**src/rtl/mul16_seq_if.sv**
```systemverilog
// Start/busy/done handshake bundle between a datapath master and the iterative multiplier.
interface mul16_seq_if #(
  parameter int WIDTH = 16
);
  logic               start;
  logic [WIDTH-1:0]   a;
  logic [WIDTH-1:0]   b;
  logic               busy;
  logic               done;
  logic [2*WIDTH-1:0] out;

  modport master (output start, a, b, input busy, done, out);
  modport slave  (input start, a, b, output busy, done, out);
endinterface

```
**src/rtl/mul16_seq.sv**
```systemverilog
// Unsigned shift-and-add multiplier, one AND-masked partial product per clock.
// Result and done pulse WIDTH+1 edges after accept; start is ignored while busy.
module mul16_seq #(
  parameter int WIDTH = 16
) (
  input  logic        clk,
  input  logic        reset,
  mul16_seq_if.slave  bus
);

  localparam int CNT_W = (WIDTH > 1) ? $clog2(WIDTH) : 1;

  typedef enum logic [1:0] {IDLE, RUN, DONE} state_t;

  state_t             r_state;
  state_t             w_state_nxt;
  logic [WIDTH-1:0]   r_a;
  logic [WIDTH-1:0]   r_b;
  logic [2*WIDTH-1:0] r_acc;
  logic [2*WIDTH-1:0] r_out;
  logic [CNT_W-1:0]   r_cnt;

  logic               w_accept;
  logic               w_last;
  logic [WIDTH-1:0]   w_pp;
  logic [2*WIDTH-1:0] w_sum;

  assign w_pp  = r_a & {WIDTH{r_b[0]}};
  assign w_sum = r_acc + ({{WIDTH{1'b0}}, w_pp} << r_cnt);
  assign w_last = (r_cnt == CNT_W'(WIDTH-1));

  always_comb begin
    w_state_nxt = r_state;
    w_accept    = 1'b0;
    case (r_state)
      IDLE: begin
        if (bus.start) begin
          w_accept    = 1'b1;
          w_state_nxt = RUN;
        end
      end
      RUN: begin
        if (w_last) w_state_nxt = DONE;
      end
      DONE: begin
        // Back-to-back accept skips IDLE entirely.
        if (bus.start) begin
          w_accept    = 1'b1;
          w_state_nxt = RUN;
        end else begin
          w_state_nxt = IDLE;
        end
      end
      default: w_state_nxt = IDLE;
    endcase
  end

  always_ff @(posedge clk) begin
    if (reset) begin
      r_state <= IDLE;
      r_a     <= '0;
      r_b     <= '0;
      r_acc   <= '0;
      r_cnt   <= '0;
      r_out   <= '0;
    end else begin
      r_state <= w_state_nxt;
      if (w_accept) begin
        r_a   <= bus.a;
        r_b   <= bus.b;
        r_acc <= '0;
        r_cnt <= '0;
      end else if (r_state == RUN) begin
        r_acc <= w_sum;
        r_b   <= r_b >> 1;
        r_cnt <= r_cnt + 1'b1;
        if (w_last) r_out <= w_sum;
      end
    end
  end

  assign bus.busy = (r_state == RUN);
  assign bus.done = (r_state == DONE);
  assign bus.out  = r_out;

endmodule

```
**src/flat_wrapper.sv**
```systemverilog
// flat-port wrapper written by rule: the top's interface ports become plain ports
module mul16_seq_flat 
#(
  parameter int WIDTH = 16
)
  (clk, reset, bus_start, bus_a, bus_b, bus_busy, bus_done, bus_out);
  mul16_seq_if #(.WIDTH(WIDTH)) bus_i ();
  input  logic clk;
  input  logic reset;
  input wire logic [$bits(bus_i.start)-1:0] bus_start;
  input wire logic [$bits(bus_i.a)-1:0] bus_a;
  input wire logic [$bits(bus_i.b)-1:0] bus_b;
  output wire logic [$bits(bus_i.busy)-1:0] bus_busy;
  output wire logic [$bits(bus_i.done)-1:0] bus_done;
  output wire logic [$bits(bus_i.out)-1:0] bus_out;
  assign bus_i.start = bus_start;
  assign bus_i.a = bus_a;
  assign bus_i.b = bus_b;
  assign bus_busy = bus_i.busy;
  assign bus_done = bus_i.done;
  assign bus_out = bus_i.out;
  mul16_seq #(.WIDTH(WIDTH)) u_core (.clk(clk), .reset(reset), .bus(bus_i));
endmodule
```
**config.mk**
```make
export PLATFORM = sky130hd
export DESIGN_NAME = mul16_seq_flat
export DESIGN_NICKNAME = d
export VERILOG_FILES = /design/src/rtl/mul16_seq_if.sv /design/src/rtl/mul16_seq.sv /design/src/flat_wrapper.sv
export SDC_FILE = /design/constraint.sdc
export NUM_CORES = 1
export LEC_CHECK = 0
export BUFFER_PORTS_ARGS = -buffer_cell sky130_fd_sc_hd__buf_2
export CAP_MARGIN = 25
export CORE_MARGIN = 2
export CORE_UTILIZATION = 60
export DETAILED_ROUTE_END_ITERATION = 8
export PLACE_DENSITY = 0.87
export SETUP_SLACK_MARGIN = 0.5
export SLEW_MARGIN = 20
export SYNTH_ARGS = -nofsm -noshare
export SYNTH_HDL_FRONTEND = slang
export SYNTH_SLANG_ARGS = --single-unit
```
**constraint.sdc**
```tcl
create_clock -name clk -period 10.25 [get_ports clk]
set_input_delay 0.5125 -clock clk [delete_from_list [all_inputs] [get_ports clk]]
set_output_delay 0.5125 -clock clk [all_outputs]
set_load 0.05 [all_outputs]
```
==> flow_summary.yaml <==
synth:
  syn_area_mm2: 0.00631
  synth_compound_area_frac: 0.228
  synth_mux_area_frac: 0.0454
  syn_nets: 889
  synth_top_flop_cell: "dfxtp_1"
  synth_top_family_by_area: "simple AND/OR/NAND/NOR gates"
  yosys.area_share.simple: 0.258
  ys_ff_latch: 102
  synthArstFlopShare: 0
  synth_cell_types: 65
  synth_edf_count: 0
  synth.yosys.seq_area_share: 0.324
  synth_area_per_cell_um2: 7.68
  synthAdderAreaFrac: 0.0667
  syn_inst: 821
  yosysWarnings: 0
  synth-xor-area-share: 0.0361
setup_path:
  worstPathRequired_ns: 10.55
  cp_common_cell: "nor2_1"
  crit_arrival_ns: 4.72
  max_stage_delay_ns: 0.90
  startpoint_type: "register"
  crit_type: "reg -> reg"
  cpMaxStageDelayCell: "dfxtp_1"
  path_cells: "mux2_2 > o211ai_1 > nor2_1 > a31oi_1 > nor2_1 > ha_1 > nand4_1 > nor2_1 > a2111oi_4 > a21oi_2 > o41ai_2 > a31oi_1 > xnor2_1 > a211oi_1"
  crit_fanout: 26
  reg2reg_from: "u_core.r_cnt[1]"
  worstSetupEndpointType: "register"
  worstReg2RegEnd: "u_core.bus.out[29]"
  regToRegSetupSlack_ns: 5.83
  rr_worst_depth: 14
timing:
  period_needed_ns: 4.42
  min_period_over_period: 0.431
  timing.final.hold_violations: 0
  tns_ns: 0
  finClkSkew_ns: 0.0107
  drv_slew: 0
  fin_hold_ws_ns: 0.367
  slew_headroom: 0.423
  rsz0062_at_grt: "no"
  setup_viol: 0
  worstMarginPinSlew_ns: 0.864
  clock.fmax_ghz: 0.226
flow_run:
  maxCapViolations: 0
pwr:
  p_leak_nw: 2.78
  vdd_ir_drop_max_mv: 0.0842
  fin_total_pwr_mw: 0.765
  power.density_mw_per_mm2: 111
final_layout:
  fillers: 886
  syn2layout_area_growth_pct: 8.81
  design_area_mm2: 0.00686
  final_common_cell: "nand2_1"
  final_cell_mix: "nand2_1, dfxtp_1, a21oi_1"
  diodes: 0
  fin_cells: 987
  layout-drive-gt1-share: 0.147
  multi_input_area_mm2: 0.00401
  seq_area_mm2: 0.00204
  finalNetCount: 914
clock_tree:
  cts_root_buf: "clkbuf_8"
  cts_setup_buffers: 0
  cts_max_level: 3
  clk_pin_slew_worst_paths_ns: 0.10
  cts.sinks: 102
  hold_buffers: 0
  cts_tree: "built"
  cts_max_path_buffers: 2
  insertion_delay_ns: 0.38
  post_cts_resized: 0
  cts_buffers: 9
global_route:
  grt_pass1_vias: 5351
  grt_overflow: 0
  grt_max_degree: 81
  grt_pass1_wl_um: 25800
  grtUsageTotal: 0.280
  grt_antenna_before_repair: 0
min_path:
  holdPathEnd: "u_core.r_a[12]"
  hold_class: "in -> reg"
  hold_path_depth: 3
  hold_path.startpoint: "bus_a[12]"
floorplan:
  initial_core_util: 0.614
  rows: 37
  dieArea_mm2: 0.0113
  core_mm2: 0.0103
  die_w_um: 107
  boundaryPins: 69
  dieHeight_um: 107
place:
  portBuffers: 68
  dpl.hpwl_um: 11100
  gp_congestion: 0.968
  placed_area_mm2: 0.00664
  dpl.cell_count: 970
outcome:
  status: "complete, no violations"
routing:
  first_pass_iters: 5
  drc_errors: 0
  drt-total-wl_um: 15700
  vias: 6053
  drtIter0Drc: 486
  wl_per_cell_um: 15.9
  ant_nets: 0
  vias_per_cell: 6.13
-- kinds of logic after synthesis --
group,after synthesis
adders and majority gates,33
muxes,18
DFF,102
and+or+nand+nor,346
xor gates and xnor gates,26
AOI/OAI and AO/OA,226
buffers and inverters,70
-- layer usage --
layer	share of wire	global-route usage	wire length, um
met3	0.077	0.0490	1200
met5	0	0	0
met1	0.44	0.381	6840
met4	0.020	0.0965	318
met2	0.47	0.450	7310
-- power by group --
| part | switching, mW | total [mW] | internal [mW] |
|---|---|---|---|
| Combinational | 0.0526 | 0.0867 | 0.0341 |
| Sequential | 0.0136 | 0.422 | 0.408 |
| Clock | 0.143 | 0.256 | 0.114 |
-- Yosys cell counts (6+ instances only) --
cell / instances / area share
clkbuf_1: 53 / 0.032
o21ai_0: 36 / 0.029
and3_1: 7 / 0.0069
or4_1: 8 / 0.0095
xnor2_1: 21 / 0.029
nor2b_1: 8 / 0.0079
ha_1: 32 / 0.063
and2_1: 6 / 0.0060
a21oi_1: 92 / 0.073
a31oi_1: 11 / 0.011
o22ai_1: 17 / 0.017
nand2_1: 149 / 0.089
a211oi_1: 11 / 0.013
nand3_1: 37 / 0.029
nand4_1: 10 / 0.0099
buf_1: 8 / 0.0048
dfxtp_1: 102 / 0.32
mux4_2: 8 / 0.029
nor2_1: 60 / 0.036
a21o_1: 15 / 0.018
nor3_1: 27 / 0.021
o211ai_1: 6 / 0.0071
inv_1: 7 / 0.0042
nand3b_1: 10 / 0.012
-- sequential cells by signal (all words and copies together), names as in the netlist --
register,flops
u_core.r_state,2
u_core.r_b,16
u_core.r_a,16
u_core.r_cnt,4
u_core.bus.out,32
u_core.r_acc,32
-- stage by stage --
stage | util | setup WS (ns)
floorplan | - | 6.44
global placement | 0.646 | 5.78
detailed placement | 0.646 | 5.69
CTS | 0.665 | 5.66
global route | 0.668 | 5.42
finish | 0.668 | 5.83
-- cell type report --
class,count,share of cell area
sequential,102,0.298
inverter,7,0.00383
tap,136,0.0248
clock inverter,5,0.00857
multi-input combinational,649,0.584
timing repair buffer,77,0.0624
clock buffer,11,0.0191
-- how the worst max path moves through the flow --
stage	startpoint	to	slack (ns)	cells past startpoint
final	u_core.r_cnt[1]	u_core.bus.out[29]	5.83	14
after detailed placement	u_core.r_cnt[0]	u_core.bus.out[29]	5.69	14
after global placement	u_core.r_cnt[0]	u_core.bus.out[29]	5.78	14
after CTS	u_core.r_cnt[0]	u_core.bus.out[29]	5.66	14
after global routing	u_core.r_cnt[1]	u_core.bus.out[29]	5.42	14
after floorplan	u_core.r_cnt[0]	u_core.bus.out[29]	6.44	16
-- critical path: cells and delay by family (launching register included) --
family	cells	cell delay, ns
muxes	1	0.41
AOI/OAI and AO/OA	7	2.07
DFF	1	0.90
xor gates and xnor gates	1	0.17
and+or+nand+nor	4	0.41
adders and majority gates	1	0.40
No activity file was read; power rests on OpenSTA's default activity.
